<file path="src/rtl/ddr_cmd_scheduler.sv">
// In-order, single-outstanding DDR command scheduler with open-page row tracking,
// one shared gap counter for tRCD/tRP/tCCD/tRFC, and periodic refresh insertion.
module ddr_cmd_scheduler #(
  parameter int ADDRWIDTH = 17,
  parameter int BANKS     = 8,
  parameter int BAWIDTH   = $clog2(BANKS),
  parameter int ROWBITS   = 9,
  parameter int COLBITS   = 9,
  parameter int TRCD      = 3,
  parameter int TRP       = 2,
  parameter int TCCD      = 2,
  parameter int TRFC      = 8,
  parameter int TREFI     = 100
) (
  input  logic                 clk,
  input  logic                 rst,
  input  logic                 req_valid,
  output logic                 req_ready,
  input  logic                 req_write,
  input  logic [BAWIDTH-1:0]   req_bank,
  input  logic [ROWBITS-1:0]   req_row,
  input  logic [COLBITS-1:0]   req_col,
  output logic                 cs_n,
  output logic                 act_n,
  output logic [ADDRWIDTH-1:0] adr,
  output logic [BAWIDTH:0]     ba,
  output logic                 bg,
  output logic                 done,
  output logic                 done_write,
  output logic                 ref_busy
);

  localparam int GAP_A   = (TRCD > TRP) ? TRCD : TRP;
  localparam int GAP_B   = (TCCD > TRFC) ? TCCD : TRFC;
  localparam int GAP_MAX = (GAP_A > GAP_B) ? GAP_A : GAP_B;
  localparam int WW      = (GAP_MAX > 1) ? $clog2(GAP_MAX) : 1;
  localparam int RW      = $clog2(TREFI + 1);

  localparam logic [3:0] OP_ACT = 4'd1;
  localparam logic [3:0] OP_PR  = 4'd3;
  localparam logic [3:0] OP_RD  = 4'd4;
  localparam logic [3:0] OP_REF = 4'd5;
  localparam logic [3:0] OP_WR  = 4'd6;

  typedef enum logic [2:0] {IDLE, PRE, ACT, CAS, REF_PRA, REF} state_t;

  state_t               state, state_nxt;
  logic                 ref_gap, ref_gap_nxt;
  logic [WW-1:0]        wait_cnt;
  logic [RW-1:0]        ref_cnt;
  logic                 ref_pending;

  logic                 lat_write;
  logic [BAWIDTH-1:0]   lat_bank;
  logic [ROWBITS-1:0]   lat_row;
  logic [COLBITS-1:0]   lat_col;

  logic [BANKS-1:0]     open_vld;
  logic [ROWBITS-1:0]   open_row [BANKS];

  logic                 accept, issue, set_open, clr_open, clr_all, ref_issue;
  logic [WW-1:0]        gap_load;
  logic                 any_open, row_hit;

  assign any_open   = |open_vld;
  assign row_hit    = open_vld[req_bank] && (open_row[req_bank] == req_row);
  assign bg         = 1'b0;
  assign done_write = lat_write;

  always_comb begin
    state_nxt   = state;
    ref_gap_nxt = ref_gap;
    req_ready   = 1'b0;
    accept      = 1'b0;
    issue       = 1'b0;
    gap_load    = '0;
    set_open    = 1'b0;
    clr_open    = 1'b0;
    clr_all     = 1'b0;
    ref_issue   = 1'b0;
    cs_n        = 1'b1;
    act_n       = 1'b1;
    adr         = '0;
    ba          = '0;
    done        = 1'b0;
    ref_busy    = 1'b0;
    case (state)
      IDLE: begin
        req_ready = !ref_pending;
        if (ref_pending) begin
          state_nxt = any_open ? REF_PRA : REF;
        end else if (req_valid) begin
          accept    = 1'b1;
          state_nxt = row_hit ? CAS : (open_vld[req_bank] ? PRE : ACT);
        end
      end
      PRE: begin
        if (wait_cnt == '0) begin
          issue                   = 1'b1;
          gap_load                = WW'(TRP - 1);
          cs_n                    = 1'b0;
          adr[ADDRWIDTH-1 -: 4]   = OP_PR;
          ba                      = {1'b0, lat_bank};
          clr_open                = 1'b1;
          state_nxt               = ACT;
        end
      end
      ACT: begin
        if (wait_cnt == '0) begin
          issue                   = 1'b1;
          gap_load                = WW'(TRCD - 1);
          cs_n                    = 1'b0;
          act_n                   = 1'b0;
          adr[ADDRWIDTH-1 -: 4]   = OP_ACT;
          adr[ROWBITS-1:0]        = lat_row;
          ba                      = {1'b0, lat_bank};
          set_open                = 1'b1;
          state_nxt               = CAS;
        end
      end
      CAS: begin
        if (wait_cnt == '0) begin
          issue                   = 1'b1;
          gap_load                = WW'(TCCD - 1);
          cs_n                    = 1'b0;
          adr[ADDRWIDTH-1 -: 4]   = lat_write ? OP_WR : OP_RD;
          adr[COLBITS-1:0]        = lat_col;
          ba                      = {1'b0, lat_bank};
          done                    = 1'b1;
          state_nxt               = IDLE;
        end
      end
      REF_PRA: begin
        ref_busy = 1'b1;
        if (wait_cnt == '0) begin
          issue                   = 1'b1;
          gap_load                = WW'(TRP - 1);
          cs_n                    = 1'b0;
          adr[ADDRWIDTH-1 -: 4]   = OP_PR;
          adr[10]                 = 1'b1;
          clr_all                 = 1'b1;
          state_nxt               = REF;
        end
      end
      REF: begin
        ref_busy = 1'b1;
        // After REF the FSM lingers here so req_ready stays low through tRFC;
        // it leaves one cycle early so IDLE coincides with wait_cnt reaching 0.
        if (ref_gap) begin
          if (wait_cnt <= WW'(1)) begin
            state_nxt   = IDLE;
            ref_gap_nxt = 1'b0;
          end
        end else if (wait_cnt == '0) begin
          issue                   = 1'b1;
          gap_load                = WW'(TRFC - 1);
          cs_n                    = 1'b0;
          adr[ADDRWIDTH-1 -: 4]   = OP_REF;
          ref_issue               = 1'b1;
          if (TRFC == 1) state_nxt = IDLE;
          else           ref_gap_nxt = 1'b1;
        end
      end
      default: state_nxt = IDLE;
    endcase
  end

  always_ff @(posedge clk or posedge rst) begin
    if (rst) begin
      state       <= IDLE;
      ref_gap     <= 1'b0;
      wait_cnt    <= '0;
      ref_cnt     <= RW'(TREFI);
      ref_pending <= 1'b0;
    end else begin
      state   <= state_nxt;
      ref_gap <= ref_gap_nxt;
      if (issue)               wait_cnt <= gap_load;
      else if (wait_cnt != '0) wait_cnt <= wait_cnt - WW'(1);
      if (ref_cnt == RW'(1)) ref_cnt <= RW'(TREFI);
      else                   ref_cnt <= ref_cnt - RW'(1);
      // A new expiry wins over the clear so a refresh is never lost.
      if (ref_cnt == RW'(1)) ref_pending <= 1'b1;
      else if (ref_issue)    ref_pending <= 1'b0;
    end
  end

  always_ff @(posedge clk or posedge rst) begin
    if (rst) begin
      lat_write <= 1'b0;
      lat_bank  <= '0;
      lat_row   <= '0;
      lat_col   <= '0;
      open_vld  <= '0;
      for (int unsigned i = 0; i < BANKS; i++) open_row[i] <= '0;
    end else begin
      if (accept) begin
        lat_write <= req_write;
        lat_bank  <= req_bank;
        lat_row   <= req_row;
        lat_col   <= req_col;
      end
      if (clr_all)  open_vld <= '0;
      if (clr_open) open_vld[lat_bank] <= 1'b0;
      if (set_open) begin
        open_vld[lat_bank] <= 1'b1;
        open_row[lat_bank] <= lat_row;
      end
    end
  end

endmodule

</file>
<file path="config.mk">
export PLATFORM = sky130hd
export DESIGN_NAME = ddr_cmd_scheduler
export DESIGN_NICKNAME = d
export VERILOG_FILES = /design/src/rtl/ddr_cmd_scheduler.sv
export SDC_FILE = /design/constraint.sdc
export NUM_CORES = 1
export LEC_CHECK = 0
export CAP_MARGIN = 20
export CELL_PAD_IN_SITES_DETAIL_PLACEMENT = 1
export CELL_PAD_IN_SITES_GLOBAL_PLACEMENT = 1
export CORE_UTILIZATION = 47
export DETAILED_ROUTE_END_ITERATION = 10
export PLACE_DENSITY_LB_ADDON = 0.15
export SETUP_SLACK_MARGIN = 0.15
export SLEW_MARGIN = 10
export SYNTH_ARGS = -nofsm -noshare
export SYNTH_HDL_FRONTEND = slang
export SYNTH_SLANG_ARGS = --single-unit
</file>
<file path="constraint.sdc">
create_clock -name clk -period 4.44 [get_ports clk]
set_input_delay 0.888 -clock clk [delete_from_list [all_inputs] [get_ports clk]]
set_output_delay 0.888 -clock clk [all_outputs]
set_load 0.03 [all_outputs]
</file>
# Yosys cells after proc, flatten, opt, wreduce, memory -nomap -nowiden

Index checks and enable logic that the tools add are counted.

Bits in registers: 117
Input bits: 25
Output and inout bits: 28
Logic and storage cells: 128

Add/subtract/negate cells: 2
Order comparisons: 7
Equality and inequality tests: 14
Multiplexer cells: 66
Bitwise gates (word level): 5
Reduce and logical (&&, ||, !) cells: 16

Operator list:

| operator           | number |
|---|---|
| $bwmux 72          | 1 |
| $mux 3             | 17 |
| $mux 9             | 5 |
| $bmux 9 s3         | 1 |
| $demux 9 s3        | 1 |
| $mux 1             | 24 |
| $mux 8             | 3 |
| $pmux 3 s6         | 1 |
| $pmux 9 s2         | 1 |
| $ne 2x2->1 const B | 6 |
| $pmux 3 s4         | 1 |
| $mux 2             | 5 |
| $eq 9x9->1         | 1 |
| $pmux 3 s3         | 1 |
| $and 8x8->8        | 1 |
| $ge 4x4->1 const B | 2 |
| $lt 3x4->1 const B | 2 |
| $not 3->4          | 2 |
| $not 8->8          | 1 |
| $or 8x8->8         | 1 |
| $reduce_or 8->1    | 1 |
| $eq 7x1->1 const B | 1 |
| $mux 7             | 1 |
| $reduce_and 7->1   | 1 |
| 20 further kinds   | 29 |

# Depth between registers and ports, before layout

Gate-level depths: netlist of the first run.

Depth in word-level cells: 10
Depth in mapped cells: 9
Depth with buffers taken out: 8

# Worst setup path before layout of the first run

OpenSTA, ideal clock, no wires.

Path type: register to output
Start point: register state[0]
End point: output adr[10]
Arrival time: 2282 ps
Data required time: 3552 ps
Path slack: 1270 ps
Stages on the path, launching flop included: 8
Path buffers: 2
Path through: dfrtp_1 -> or2_1 -> nor3_1 -> nand2b_1 -> o211a_1 -> and3_1 -> buf_2 -> buf_4

Longest elaborated chain between the ends: 2

RTL lines:

| item                     | line | text |
|---|---|---|
| start: declaration       | 47   | `state_t state, state_nxt;` |
| start signal: assignment | 176  | `state <= state_nxt;` |
| $eq 3x3->1               | -    |  |
| $mux 1                   | -    |  |
| end: declaration         | 25   | `output logic [ADDRWIDTH-1:0] adr,` |

No other way between the ends.

# Worst setup path in the final report of the first run

Start point: register wait_cnt[1]
End point: output adr[7]

Longest elaborated chain between the ends: 3
Elaborated cells between the ends (all ways): 4
Classes of those cells: mux: 3; reduce/logical: 1

RTL lines:

| item                      | line     | text |
|---|---|---|
| start: declaration        | 49       | `logic [WW-1:0] wait_cnt;` |
| start signal: assignment  | 178      | `if (issue) wait_cnt <= gap_load;` |
| start signal: assignment  | 179      | `else if (wait_cnt != '0) wait_cnt <= wait_cnt - WW'(1);` |
| $logic_not 3->1 *         | 109, 122 |  |
| $mux 9 (on tied branches) | 122, 109 |  |
| $pmux 9 s2 *              | 87       | `case (state)` |

Mark *: on every way between the ends. The rest lies on a longest branch, timed or not.

==> results of run 1 <==
==> area by class of cell <==
| type | instances | share of cell area [%] |
|---|---|---|
| Clock inverter | 8 | 1.49 |
| Timing Repair Buffer | 59 | 8.13 |
| Sequential cell | 117 | 42.7 |
| Clock buffer | 24 | 6.73 |
| Multi-Input combinational cell | 277 | 37.7 |
| Tap cell | 143 | 2.61 |
| Inverter | 11 | 0.638 |
==> critical path: cells and delay by family (launching register included) <==
family          cells  cell delay (ns)
buf+inv             3             1.03
simple gates        3             0.77
flops               1             0.35
fa+ha+maj           1             0.25
compound gates      1             0.15
==> through the flow <==
step	std cells	util (%)
floorplan	437	-
global placement	607	54.2
detailed placement	607	54.2
CTS	639	59.1
global route	639	59.1
finish	639	59.1
==> cell usage after synthesis (all sizes together) <==
cell | instances | area share [%]
a211oi | 1 | 0.13
and2 | 3 | 0.33
clkbuf | 9 | 0.59
and3 | 1 | 0.11
nor3b | 1 | 0.13
a41oi | 1 | 0.15
a21oi | 11 | 0.97
mux2i | 12 | 2.1
a311oi | 1 | 0.15
o211a | 1 | 0.18
nand3 | 5 | 0.44
a31oi | 2 | 0.22
dfstp | 3 | 1.4
nor3 | 10 | 1.7
or2 | 1 | 0.11
nor4 | 6 | 0.92
xor2 | 4 | 0.62
o21ai | 20 | 1.8
nor2b | 3 | 0.33
ha | 5 | 1.1
inv | 11 | 0.73
xnor2 | 9 | 1.4
nand3b | 3 | 0.40
nand4 | 2 | 0.22
mux2 | 94 | 19
o31ai | 2 | 0.26
o22ai | 2 | 0.22
a31o | 1 | 0.15
conb | 1 | 0.066
mux4 | 18 | 7.1
nand4b | 2 | 0.31
buf | 23 | 2.1
a21o | 1 | 0.13
a22oi | 1 | 0.13
nor2 | 13 | 0.86
nand2b | 8 | 0.88
nand2 | 12 | 0.79
dfrtp | 114 | 50
o21bai | 4 | 0.53
o211ai | 1 | 0.13
a22o | 9 | 1.4
or3 | 1 | 0.11
==> cells by family (layout without fill, tap and decap cells) <==
family | Yosys count | count (layout)
and+or+nand+nor | 71 | 71
xor gates and xnor gates | 13 | 13
other | 1 | 6
DFF | 117 | 117
adders and majority gates | 5 | 5
AOI/OAI and AO/OA | 58 | 58
muxes | 124 | 124
buffers and inverters | 43 | 102
==> sequential cells by signal, indices dropped and copies added (netlist names) <==
| signal | cells |
|---|---|
| lat_bank | 3 |
| wait_cnt | 3 |
| state | 3 |
| open_row | 72 |
| ref_gap | 1 |
| lat_col | 9 |
| ref_pending | 1 |
| open_vld | 8 |
| ref_cnt | 7 |
| lat_row | 9 |
| done_write | 1 |
==> worst min path at each step <==
| stage | to | depth (start not counted) |
|---|---|---|
| 2_1_floorplan | open_row[46] | 1 |
| 3_3_place_gp | open_row[2] | 1 |
| 3_5_place_dp | open_row[23] | 1 |
| 4_1_cts | open_row[23] | 1 |
| 5_1_grt | lat_col[4] | 1 |
| 6_report | open_row[48] | 1 |
==> power by group <==
| part | internal, uW | switching (uW) |
|---|---|---|
| combinational | 604 | 517 |
| sequential | 1430 | 370 |
| clock | 838 | 465 |
| total | 2870 | 1350 |
==> routing by layer <==
layer | routed length [microns] | track usage [%] | vias up
met5 | 0 | 0 | -
met4 | 213 | 7.47 | 0
met3 | 511 | 6.37 | 18
met2 | 6900 | 39.6 | 69
met1 | 6310 | 33.5 | 1992
li1 | - | - | 1672
==> layout by cell type (no fill, tap or decap), types with 6 or more instances in the layout <==
cell,instances
conb_1,6
o21ai_0,19
buf_4,13
a21oi_1,11
mux2i_1,12
nor2_1,13
nand2_1,12
a22o_1,9
mux4_2,18
clkbuf_1,6
dfrtp_1,114
inv_1,9
nand2b_1,8
clkbuf_16,17
nor3_1,6
clkdlybuf4s50_1,46
mux2_2,94
xnor2_1,9
==> impl_metrics.yaml, run 1 <==
sta:
  finalHoldViolCount: 0
  finalWorstSetupSlack_ns: 0.587
  slew_violations: 0
  rsz0062_at_grt: "false"
  period_share_pct: 86.8
  finalSetupTns_ns: 0
  tightest_slew_ns: 0.951
  timing.hold.ws_ns: 0.501
  setup_violations: 0
  period_needed_ns: 3.85
  max_freq_ghz: 0.260
  relSlewSlack_pct: 36.1
  clock_skew_ns: 0.00831
cts:
  cts_tree: "done"
  postCtsSetupBuffers: 0
  htree_levels: 4
  cts_hold_buf: 0
  cts_sinks: 117
  clock_latency_ns: 0.41
  cts_buffers: 17
  ctsRootBufferMaster: "clkbuf_16"
  postCtsResizedCells: 0
  cts_buffer_depth: 2
  clk_pin_slew_ns: 0.05
setup_path:
  required_ns: 3.55
  critPathLaunch: "wait_cnt[1]"
  worstReg2RegEnd: "open_row[71]"
  cp_slowest_stage_delay_ns: 0.67
  cp_slowest_cell: "clkdlybuf4s50_1"
  rrSetupSlack_ns: 1.38
  crit_fanout: 6
  worstSetupPathType: "reg -> out"
  reg2reg_from: "wait_cnt[1]"
  end_kind: "primary output"
  cp_cell_sequence: "inv_1 -> ha_1 -> nor2b_1 -> nand2_1 -> nor2_1 -> buf_4 -> a22o_1 -> clkdlybuf4s50_1"
  worstPathArrival_ns: 2.96
  endpoint: "adr[7]"
  reg2reg_depth: 8
  startpoint_type: "flip-flop"
synthesis:
  synth_mux_area_share_pct: 27.8
  ys_ff_latch: 117
  avgSynthCellArea_sq_um: 13.2
  synth_warnings: 0
  synth_top_family_by_area: "multiplexers"
  yosysSeqAreaShare_pct: 51.5
  synth_area_sq_um: 5690
  syn_inst: 432
  yosysUniqueCellTypes: 48
  synth_compound_area_share_pct: 6.51
  synth_adder_area_share_pct: 1.10
  synth_simple_gate_area_share_pct: 7.60
  synth_xor_area_share_pct: 2.00
placed_design:
  dp_hpwl_microns: 9450
  gp_congestion: 0.809
  numPortBuffers: 46
  pre_cts_ws_ns: 0.770
  dpl_cell_area_sq_um: 6300
route:
  drc: 4
  drtAntennaViolNets: 0
  wirelength_microns: 13900
  via_per_inst: 5.87
  num_vias: 3751
  drtIter0Drc: 168
  wl_per_cell_microns: 21.8
  first_pass_iters: 7
power_and_ir_drop:
  p_total_uw: 4230
  ir_drop_v: 0.000381
  p_leak_uw: 0.00304
  powerDensity_nw_per_um2: 616
global_route:
  grt_remaining_overflow: 0
  grt_max_degree: 54
  grt_pass1_vias: 4039
  grt_first_pass_wirelength_microns: 23000
  gr-usage-all-layers_pct: 24.8
  antenna_found_initial: 0
run:
  maxCapViolCount: 0
outcome:
  status: "finished with violations"
  failed_checks: "DRC"
final_layout:
  insertedDiodeCount: 0
  nets: 513
  multiInputGateArea_sq_um: 2590
  final-seq-area_sq_um: 2930
  finish.instance_area_sq_um: 6860
  fillers: 1145
  area_delta_synth_final_pct: 20.5
  drive_gt1_share_pct: 32.7
floorplan:
  ioPinCount: 53
  die_h_microns: 112
  die_w_microns: 112
  core_sq_um: 11600
  row_count: 39
  dieArea_sq_um: 12600
  start_util_pct: 49.0
min_path:
  min-delay-start: "open_row[48]"
  worst_hold_path_type: "reg -> reg"
No activity file was read; power rests on OpenSTA's default activity.
==> run 2, diff against run 1 <==
--- a/config.mk
+++ b/config.mk
@@ -9,8 +9,9 @@
 export CELL_PAD_IN_SITES_DETAIL_PLACEMENT = 1
 export CELL_PAD_IN_SITES_GLOBAL_PLACEMENT = 1
 export CORE_UTILIZATION = 47
+export CTS_CLUSTER_DIAMETER = 80
 export DETAILED_ROUTE_END_ITERATION = 10
-export PLACE_DENSITY_LB_ADDON = 0.15
+export PLACE_DENSITY = 0.89
 export SETUP_SLACK_MARGIN = 0.15
 export SLEW_MARGIN = 10
 export SYNTH_ARGS = -nofsm -noshare
==> run 2 against run 1 <==
- the run still ends with DRC left
- critical endpoint is now adr[1]
- register-to-register slack got worse by 0.19 ns
- die area unchanged
- final cell count decreased by 0.94%
- largest cell class unchanged
- via count increased by 0.80%
- wire length increased by 6.1%
- combinational power about the same
==> impl_metrics.yaml, run 2 (synthesized netlist as in run 1, its figures left out) <==
setup_path:
  worstReg2RegEnd: "open_row[69]"
  rrSetupSlack_ns: 1.19
  required_ns: 3.55
  crit_fanout: 7
  startpoint_type: "flip-flop"
  end_kind: "primary output"
  worstPathArrival_ns: 3.14
  worstSetupPathType: "reg -> out"
  reg2reg_depth: 7
  reg2reg_from: "wait_cnt[0]"
outcome:
  status: "finished with violations"
  failed_checks: "DRC"
sta:
  slew_violations: 0
  tightest_slew_ns: 0.949
  clock_skew_ns: 0.00685
  rsz0062_at_grt: "false"
  period_share_pct: 90.7
  relSlewSlack_pct: 36.2
  max_freq_ghz: 0.248
  period_needed_ns: 4.03
  finalWorstSetupSlack_ns: 0.415
  finalHoldViolCount: 0
  finalSetupTns_ns: 0
  setup_violations: 0
floorplan:
  ioPinCount: 53
  start_util_pct: 49.0
  die_h_microns: 112
  row_count: 39
  dieArea_sq_um: 12600
  die_w_microns: 112
  core_sq_um: 11600
min_path:
  min-delay-start: "open_row[44]"
  whs_endpoint: "open_row[44]"
  worst_hold_path_type: "reg -> reg"
  hold_path_depth: 1
final_layout:
  largest_reg_flops: 72
  nets: 507
  top_regs: "open_row: 72 flops, lat_col: 9 flops, lat_row: 9 flops"
  insertedDiodeCount: 0
  drive_gt1_share_pct: 32.2
  most-common-layout-cells: "dfrtp_1 (114), mux2_2 (94), clkdlybuf4s50_1 (46), o21ai_0 (19), mux4_2 (18)"
  fin_cells: 633
  final_common_cell: "dfrtp_1"
  fillers: 1149
  area_delta_synth_final_pct: 21.4
  multiInputGateArea_sq_um: 2590
  top_register: "open_row"
  final-seq-area_sq_um: 2930
global_route:
  gr-usage-all-layers_pct: 25.7
  grt_max_degree: 61
  grt_pass1_vias: 4229
  grt_remaining_overflow: 0
  antenna_found_initial: 0
  grt_first_pass_wirelength_microns: 24000
placed_design:
  dp_cells: 600
  gp_congestion: 0.799
  dp_hpwl_microns: 9340
  pre_cts_ws_ns: 0.719
  numPortBuffers: 46
power_and_ir_drop:
  internal-power_uw: 3050
  p_leak_uw: 0.00307
  ir_drop_v: 0.000391
  power_frac_seq_pct: 41.0
  clkPwrFrac_pct: 33.4
  p_sw_share_pct: 31.7
  powerDensity_nw_per_um2: 645
  power_switching_uw: 1410
  pwr-share-comb_pct: 25.6
route:
  drtIter0Drc: 213
  num_vias: 3781
  wl_per_cell_microns: 23.4
  wirelength_microns: 14800
  via_per_inst: 5.97
  drtAntennaViolNets: 0
  drc: 3
  first_pass_iters: 7
cts:
  ctsRootBufferMaster: "clkbuf_16"
  cts_buffer_depth: 2
  cts_tree: "done"
  cts_buffers: 17
  htree_levels: 4
  cts_hold_buf: 0
  clk_pin_slew_ns: 0.05
  clock_latency_ns: 0.42
  cts_sinks: 117
run:
  maxCapViolCount: 0
-- run 2: changes by cell type in the layout (fill, tap and decap cells not counted) --
cell,change
buf_4,-8
clkinvlp_4,-4
bufinv_16,+3
buf_12,+1
buf_8,+1
clkbuf_1,-1
clkinv_2,+1
clkinv_4,+1
nor2_1,-1
nor2_2,+1
-- run 2: repair_timing --
item / in CTS / in global routing
setup endpoints to repair: 0 / 5
buffers inserted: 0 / 0
gates resized for setup: 0 / 1
-- run 2: per-layer routing --
metal  vias up  global-route usage (%)  wire length [microns]
met3        17                    5.89                    564
met4         0                    11.3                    188
met1      2008                    31.5                   6120
li1       1659                       -                      -
met2        97                    43.9                   7920
met5         -                       0                      0
-- run 2: layout make-up --
class / count / area share (%)
sequential: 117 / 42.4
multi-input combinational: 277 / 37.5
timing repair buffer: 53 / 7.71
clock buffer: 23 / 6.63
tap: 143 / 2.59
clock inverter: 9 / 2.55
inverter: 11 / 0.634
-- run 2: stage by stage --
| stage | util [%] | hold WS, ns | power [uW] | instance area (sq um) |
|---|---|---|---|---|
| finish | 59.5 | 0.506 | 4460 | 6910 |
| CTS | 59.4 | 0.506 | 4470 | 6890 |
| detailed placement | 53.9 | 0.488 | 2940 | 6260 |
| floorplan | - | 0.474 | 2570 | 5710 |
| global route | 59.5 | 0.516 | 4670 | 6910 |
| global placement | 53.9 | 0.482 | 2820 | 6260 |
-- run 2: how the worst max path moves through the flow --
stage	start	to	slack [ns]	depth (start not counted)
floorplan	rst	done_write	0.46	1
global placement	req_valid	adr[10]	0.75	5
detailed placement	req_valid	adr[10]	0.72	5
CTS	wait_cnt[0]	adr[5]	0.26	8
global route	wait_cnt[1]	adr[1]	0.27	8
finish	wait_cnt[0]	adr[1]	0.41	8
-- run 2: power by group through the flow --
stage                     clock, uW  combinational, uW  sequential [uW]
after global routing           1550               1240             1880
after global placement            0               1050             1770
after detailed placement          0               1130             1820
final                          1490               1140             1830
after CTS                      1510               1140             1820
after floorplan                   0                975             1590
-- run 2: critical path: stages (launching register included) --
cell and delay, ns:
dfrtp_1 0.41, inv_1 0.12, ha_1 0.23, nor2b_1 0.33, nand2_1 0.22, nor2_2 0.35
buf_4 0.24, a22o_1 0.14, clkdlybuf4s50_1 0.67
==> run 3, diff against run 2 <==
--- a/config.mk
+++ b/config.mk
@@ -5,13 +5,14 @@
 export SDC_FILE = /design/constraint.sdc
 export NUM_CORES = 1
 export LEC_CHECK = 0
+export ABC_CLOCK_PERIOD_IN_PS = 4440
 export CAP_MARGIN = 20
 export CELL_PAD_IN_SITES_DETAIL_PLACEMENT = 1
 export CELL_PAD_IN_SITES_GLOBAL_PLACEMENT = 1
-export CORE_UTILIZATION = 47
+export CORE_UTILIZATION = 35
 export CTS_CLUSTER_DIAMETER = 80
 export DETAILED_ROUTE_END_ITERATION = 10
-export PLACE_DENSITY = 0.89
+export PLACE_DENSITY = 0.72
 export SETUP_SLACK_MARGIN = 0.15
 export SLEW_MARGIN = 10
 export SYNTH_ARGS = -nofsm -noshare
==> run 3 against run 2 <==
- the run now ends clean
- wire length fell by 3.4%
- count of clock-buffer cells in the layout decreased by 3
- worst hold slack worse by 0.0063 ns
- total power is 2.2% lower
- sequential cell count stayed put
- critical path depth is 1 lower
- setup slack improved by 0.15 ns
- die area rose by 34%
- highest routed layer unchanged
==> impl_metrics.yaml, run 3 (synthesized netlist as in run 1, its figures left out) <==
outcome:
  status: "complete, no violations"
min_path:
  hold_path_depth: 1
  worst_hold_path_type: "reg -> reg"
setup_path:
  crit_fanout: 8
  cp_cell_sequence: "inv_1 -> ha_1 -> nand2b_1 -> nor3_4 -> buf_4 -> a22o_1 -> clkdlybuf4s50_1"
  worstSetupPathType: "reg -> out"
  cp.depth: 7
  startpoint_type: "flip-flop"
  cpLargestDelayFamily: "buffers and inverters"
  end_kind: "primary output"
  critPathBufInv: 3
  reg2reg_depth: 8
  worstPathArrival_ns: 2.99
  cp_slowest_cell: "clkdlybuf4s50_1"
  required_ns: 3.55
  cp_slowest_stage_delay_ns: 0.67
final_layout:
  fillers: 1637
  nets: 513
  largest_reg_flops: 72
  finish.instance_area_sq_um: 7040
  area_delta_synth_final_pct: 23.6
  insertedDiodeCount: 0
  fin_cells: 712
  most-common-layout-cells: "dfrtp_1 (114), mux2_2 (94), clkdlybuf4s50_1 (46), o21ai_0 (19), mux4_2 (18)"
  top_register: "open_row"
  top_regs: "open_row: 72 flops, lat_col: 9 flops, lat_row: 9 flops"
  drive_gt1_share_pct: 33.9
  final_common_cell: "dfrtp_1"
  final-seq-area_sq_um: 2930
  multiInputGateArea_sq_um: 2590
sta:
  setup_violations: 0
  period_needed_ns: 3.88
  clock_skew_ns: 0.00787
  slew_violations: 0
  rsz0062_at_grt: "false"
  finalHoldViolCount: 0
  finalSetupTns_ns: 0
  period_share_pct: 87.4
  finalWorstSetupSlack_ns: 0.561
  relSlewSlack_pct: 36.9
  tightest_slew_ns: 0.939
  max_freq_ghz: 0.258
  timing.hold.ws_ns: 0.500
global_route:
  antenna_found_initial: 0
  grt_pass1_vias: 4124
  gr-usage-all-layers_pct: 19.0
  grt_remaining_overflow: 0
  grt_max_degree: 84
  grt_first_pass_wirelength_microns: 23200
floorplan:
  row_count: 46
  die_w_microns: 130
  die_h_microns: 130
  ioPinCount: 53
  start_util_pct: 35.8
  dieArea_sq_um: 16800
  core_sq_um: 15900
cts:
  cts_buffers: 17
  htree_levels: 4
  cts_hold_buf: 0
  cts_buffer_depth: 2
  postCtsSetupBuffers: 0
  clock_latency_ns: 0.42
  cts_sinks: 117
  clk_pin_slew_ns: 0.06
  ctsRootBufferMaster: "clkbuf_16"
  postCtsResizedCells: 0
  cts_tree: "done"
route:
  wl_per_cell_microns: 20.1
  drc: 0
  drtAntennaViolNets: 0
  wirelength_microns: 14300
  num_vias: 3750
  first_pass_iters: 4
  drtIter0Drc: 170
  via_per_inst: 5.27
power_and_ir_drop:
  ir_drop_v: 0.000329
  powerDensity_nw_per_um2: 620
  p_leak_uw: 0.00309
placed_design:
  pre_cts_ws_ns: 0.865
  dp_cells: 679
  numPortBuffers: 46
  dpl_cell_area_sq_um: 6390
  gp_congestion: 0.789
  dp_hpwl_microns: 9450
run:
  maxCapViolCount: 0
[run 3: final cells by class]
type,instances,share of cell area [%]
well taps,216,3.84
repair buffers,59,8.32
multi-input cells,277,36.8
inverters,11,0.622
flip-flops and latches,117,41.7
clock buffers,20,6.63
clock inverters,12,2.17
[run 3: path summary, 6_finish.rpt]
check,start,endpoint,slack [ns]
min in group asynchronous,rst,open_row[54],0.86
min,open_row[59],open_row[59],0.50
min reg2reg,open_row[59],open_row[59],0.50
max in group asynchronous,rst,open_row[24],2.61
max,wait_cnt[0],adr[6],0.56
max reg2reg,wait_cnt[0],open_row[65],1.27
[run 3: where the power goes]
part           total [uW]  internal [uW]  switching (uW)
Combinational        1130            608             520
Clock                1420            924             493
Sequential           1820           1430             386
Total                4360           2960            1400
[run 3: through the flow]
step	power, uW	utilization [%]
floorplan	2570	-
global placement	2850	40.1
detailed placement	2950	40.2
CTS	4390	44.1
global route	4590	44.3
finish	4360	44.3
[run 3: routing by layer]
layer | share of wire, % | GRT usage, % | vias to the layer above | wire [microns]
met5 | 0 | 0 | - | 0
met4 | 2.8 | 8.76 | 0 | 401
met3 | 3.2 | 3.96 | 33 | 459
met2 | 51 | 31.9 | 81 | 7330
met1 | 43 | 23.4 | 1962 | 6100
li1 | - | - | 1674 | -
==> edit 1: new RTL, settings of run 3 <==
Set the parameter `TRCD` to 6 (it was 3).
--- a/src/rtl/ddr_cmd_scheduler.sv
+++ b/src/rtl/ddr_cmd_scheduler.sv
@@ -7,5 +7,5 @@
   parameter int ROWBITS   = 9,
   parameter int COLBITS   = 9,
-  parameter int TRCD      = 3,
+  parameter int TRCD      = 6,
   parameter int TRP       = 2,
   parameter int TCCD      = 2,
Behaviour: not the same (a bounded check fails within 10 cycles, from zero or initial values and one cycle with rst high).
==> edit 1 against run 3 <==
Utilization decreased by 0.47 points; count of clock-buffer cells in the layout up 4; total power up 6.3%; wire length shrank 1.6%; fmax up 4.1%; hold slack improved by 0.0039 ns; cell area fell by 0.34%; critical path depth stayed put; worst setup slack gained 0.15 ns; sequential cell count is the same; synthesized area is 1.2% higher; via count shrank 0.91%; critical endpoint is now adr[1]; largest cell class unchanged; largest power group unchanged.
==> edit 1: results (changes against run 3) <==
Placed design
  • Total placed cells including tap cells: 683 (+0.59%)
  • Gpl congestion: 0.8028 (+1.7%)
  • Setup WS pre-CTS: 0.7583 ns (-0.1066 ns)
  • DP HPWL: 9.667 mm (+2.3%)
  • Port bufs: 46 (unchanged)
  • Post-Place Cell Area: 6447 µm² (+0.90%)

Timing
  • Final setup TNS: 0 ns (unchanged)
  • Worst slew pin tran: 0.9604 ns (+0.02125 ns)
  • Worst hold slack: 0.5039 ns (+0.003857 ns)
  • Final worst-path cycle share: 83.89% (-3.5 points)
  • Worst Skew: 0.008634 ns (+0.0007659 ns)

Synth
  • Adder-cell share of the synthesized area: 1.086% (-0.013 points)
  • Post-synth top cells: 114 x dfrtp_1, 94 x mux2_2, 19 x mux4_2, 19 x nor2_1, 15 x nand2_1
  • Primary FF master, synth: dfrtp_1
  • Synth Area in Compound Gates: 5.928% (-0.58 points)
  • Mux cell area share after synthesis: 28.06% (+0.23 points)
  • Post-synthesis xor/xnor area fraction: 2.128% (+0.13 points)
  • Post-Syn Area per Cell: 13.09 µm² (-0.63%)
  • Sequential share of the synthesized area: 50.88% (-0.62 points)
  • Dominant cells by area after synthesis: dfrtp_1 50%, mux2_2 18%, mux4_2 7.4%

Power
  • Leakage power: 3.112 nW (+0.68%)
  • Max VDD drop: 319.5 µV (-3.0%)

GRT
  • Largest net degree at the start of global routing: 53 (-37%)
  • All-Layer GR Usage: 18.93% (-0.024 points)
  • Vias in the first global route: 4,168 (+1.1%)
  • First-pass GRT wire length: 23.32 mm (+0.42%)

Route
  • Initial DRC count: 196 (+15%)
  • DR pass1 iterations: 4 (unchanged)
  • Via/cell ratio: 5.197 (-1.3%)
  • Drt total wl: 14.06 mm (-1.6%)

Setup path
  • Crit-path max FO: 8 (unchanged)
  • Worst setup path endpoint: adr[1]
  • R2R Setup Slk: 1.44 ns (+0.17 ns)
  • Reg-to-Reg End: open_row[65]
  • Max incr delay on CP: 0.67 ns (about the same)
  • CP Launch Type: register
  • Top delay family on crit path: buffers and inverters
  • Arr. time, crit path: 2.84 ns (-0.15 ns)
  • Worst path slowest cell: clkdlybuf4s50_1
  • Reg2Reg Depth: 8 (unchanged)

Clock network
  • Resized Gates After CTS: 0 (unchanged)
  • Post-CTS Setup Inserts: 0 (unchanged)
  • Worst-skew pair later-pin latency: 0.42 ns (about the same)
  • CTS Buffer Depth: 2 (unchanged)
  • CTS buffer count: 17 (unchanged)
  • Clock transition at path regs: 0.05 ns
  • # H-tree levels: 4 (unchanged)
  • Clock Root Buffer: clkbuf_16

Layout
  • Fraction of layout instances using a drive strength above 1: 33.27% (-0.60 points)
  • Nets@finish: 516 (+0.58%)
  • N_diodes: 0 (unchanged)
  • Cell Count, Final, Fillers Out: 715 (+0.42%)

Outcome
  • Status: completed

Worst hold path
  • Hold path start: lat_col[7]
  • Hold EP: lat_col[7]
  • Worst hold path cell count: 1 (unchanged)
  • HP Class: reg2reg
edit 1: cells by family after synthesis:
family / after synthesis
other cells: 1
xor+xnor: 14
fa+ha+maj: 5
compound gates: 49
buf+inv: 50
flops: 117
mux: 126
simple gates: 78
edit 1: metal layers:
layer  up-vias  routed length [µm]  global-route usage, %
met1      1943                6515                  24.41
met5         -                   0                      0
met2        77                6845                  30.51
met4         0                 187                  6.224
met3        17                 515                  5.535
li1       1679                   -                      -
edit 1: final cells by class:
class | count | area [µm²]
Clock inverter | 8 | 73.82
Timing Repair Buffer | 57 | 555.5
Tap cell | 216 | 270.3
Fill cell | 1689 | 8987
Multi-Input combinational cell | 278 | 2631
Clock buffer | 24 | 491.7
Sequential cell | 117 | 2932
Inverter | 15 | 58.81
edit 1: report_power, final:
part	switching (mW)	internal [mW]	total (mW)	leakage, nW
sequential	0.428	1.52	1.95	1.50
combinational	0.631	0.761	1.39	1.34
clock	0.468	0.823	1.29	0.276
total	1.53	3.11	4.64	3.11
==> edit 2: new RTL, config.mk and constraints of run 3 <==
Made on the original files. Encoding of `state_t`: now one-hot (6 bits for 6 states).
--- a/src/rtl/ddr_cmd_scheduler.sv
+++ b/src/rtl/ddr_cmd_scheduler.sv
@@ -43,5 +43,5 @@
   localparam logic [3:0] OP_WR  = 4'd6;
 
-  typedef enum logic [2:0] {IDLE, PRE, ACT, CAS, REF_PRA, REF} state_t;
+  typedef enum logic [5:0] {IDLE = 6'b000001, PRE = 6'b000010, ACT = 6'b000100, CAS = 6'b001000, REF_PRA = 6'b010000, REF = 6'b100000} state_t;
 
   state_t               state, state_nxt;
Behaviour: no difference found for any inputs over 4 cycles, from zero or initial values and one cycle with rst high; so few cycles prove little.
==> edit 2 against run 3 <==
Total power rose by 2.4%; worst setup slack got worse by 0.11 ns; cell area rose by 3.3%; synthesized area rose by 4.9%; wire length rose by 3.3%; sequential cell count rose by 3; combinational power fell by 6%; critical path type unchanged.
==> edit 2: results (changes against run 3) <==
Synth
  • Mux cell area share after synthesis: 26.82% (-1.0 points)
  • Dominant cells by area after synthesis: dfrtp_1 49%, mux2_2 18%, mux4_2 6.0%
  • Synth Area in Compound Gates: 6.662% (+0.16 points)
  • Adder-cell share of the synthesized area: 1.048% (-0.051 points)
  • Post-synth top cells: 116 x dfrtp_1, 96 x mux2_2, 22 x nand2_1
  • Unique masters post-synth: 58 (+21%)
  • Post-synthesis xor/xnor area fraction: 1.760% (-0.24 points)

Outcome
  • Status: completed

Setup path
  • RR Startpoint: state[5]
  • R2R Setup Slk: 1.37 ns (+0.10 ns)
  • Worst setup path endpoint: adr[2]
  • Arr. time, crit path: 3.10 ns (+0.11 ns)
  • Reg-to-Reg End: open_row[49]
  • Crit-path max FO: 14 (+6)
  • Max incr delay on CP: 0.68 ns
  • Reg2Reg Depth: 7 (-1)
  • Top delay family on crit path: buffers and inverters

Timing
  • Worst Skew: 0.005996 ns (-0.001872 ns)
  • Worst slew pin tran: 0.9965 ns (+0.05743 ns)

Route
  • M1 WL: 6.696 mm (+9.7%)
  • Via count: 3,869 (+3.2%)
  • Met2 wire length: 7.499 mm (+2.3%)
  • Drt total wl: 14.76 mm (+3.3%)
  • Initial DRC count: 183 (+7.6%)
  • DR WL met3: 371 µm (-19%)

GRT
  • All-Layer GR Usage: 18.30% (-0.66 points)
  • First-pass GRT wire length: 24.29 mm (+4.6%)
  • Vias in the first global route: 4,306 (+4.4%)

Power
  • Leakage power: 3.263 nW (+5.6%)
  • Sw frac: 30.91% (-1.1 points)

Placed design
  • Gpl congestion: 0.8059 (+2.1%)
  • DP HPWL: 9.595 mm (+1.5%)

Layout
  • Nets@finish: 532 (+3.7%)
  • Fraction of layout instances using a drive strength above 1: 33.79% (-0.085 points)

Worst hold path
  • Hold EP: open_row[18]
  • Hold path start: open_row[18]

Clock network
  • CTS Buffer Depth: 2 (unchanged)
edit 2: cell types whose count changed in the layout (fill, tap and decap cells not counted), moves of 4 or more:
cell / before / now
nand2_2: 0 / 4
buf_4: 11 / 4
nand2b_1: 8 / 3
nand2_1: 12 / 22
mux2i_1: 12 / 16
o21ai_0: 19 / 10
a31o_2: 1 / 6
a21oi_1: 11 / 3
edit 2: power groups by stage:
stage | clock [mW] | sequential (mW) | combinational [mW]
2_1_floorplan | 0 | 1.60 | 0.979
3_3_place_gp | 0 | 1.79 | 1.01
3_5_place_dp | 0 | 1.83 | 1.06
4_1_cts | 1.61 | 1.82 | 1.07
5_1_grt | 1.65 | 1.89 | 1.16
6_report | 1.58 | 1.82 | 1.06
edit 2: through the flow:
stage                     std cells  hold WS, ns  power (mW)  instance area (µm²)  setup slack (ns)
final                           735       0.5035       4.464                 7269            0.4548
after floorplan                 467       0.4701       2.576                 5991            0.3728
after global routing            735       0.5157       4.700                 7269            0.2472
after global placement          703       0.4801       2.809                 6593            0.9119
after detailed placement        703       0.4924       2.893                 6593            0.8666
after CTS                       735       0.5052       4.501                 7269            0.4449
edit 2: metal layers:
| layer | up-vias | track usage (%) |
|---|---|---|
| li1 | 1749 | - |
| met1 | 2033 | 23.48 |
| met2 | 70 | 30.47 |
| met3 | 17 | 3.908 |
| met4 | 0 | 6.577 |
| met5 | - | 0 |
edit 2: layout make-up:
class / instances / area share [%]
Sequential cell: 120 / 41.38
Multi-Input combinational cell: 300 / 37.85
Timing Repair Buffer: 51 / 7.022
Clock buffer: 17 / 5.852
Tap cell: 220 / 3.787
Clock inverter: 15 / 3.460
Inverter: 12 / 0.6540
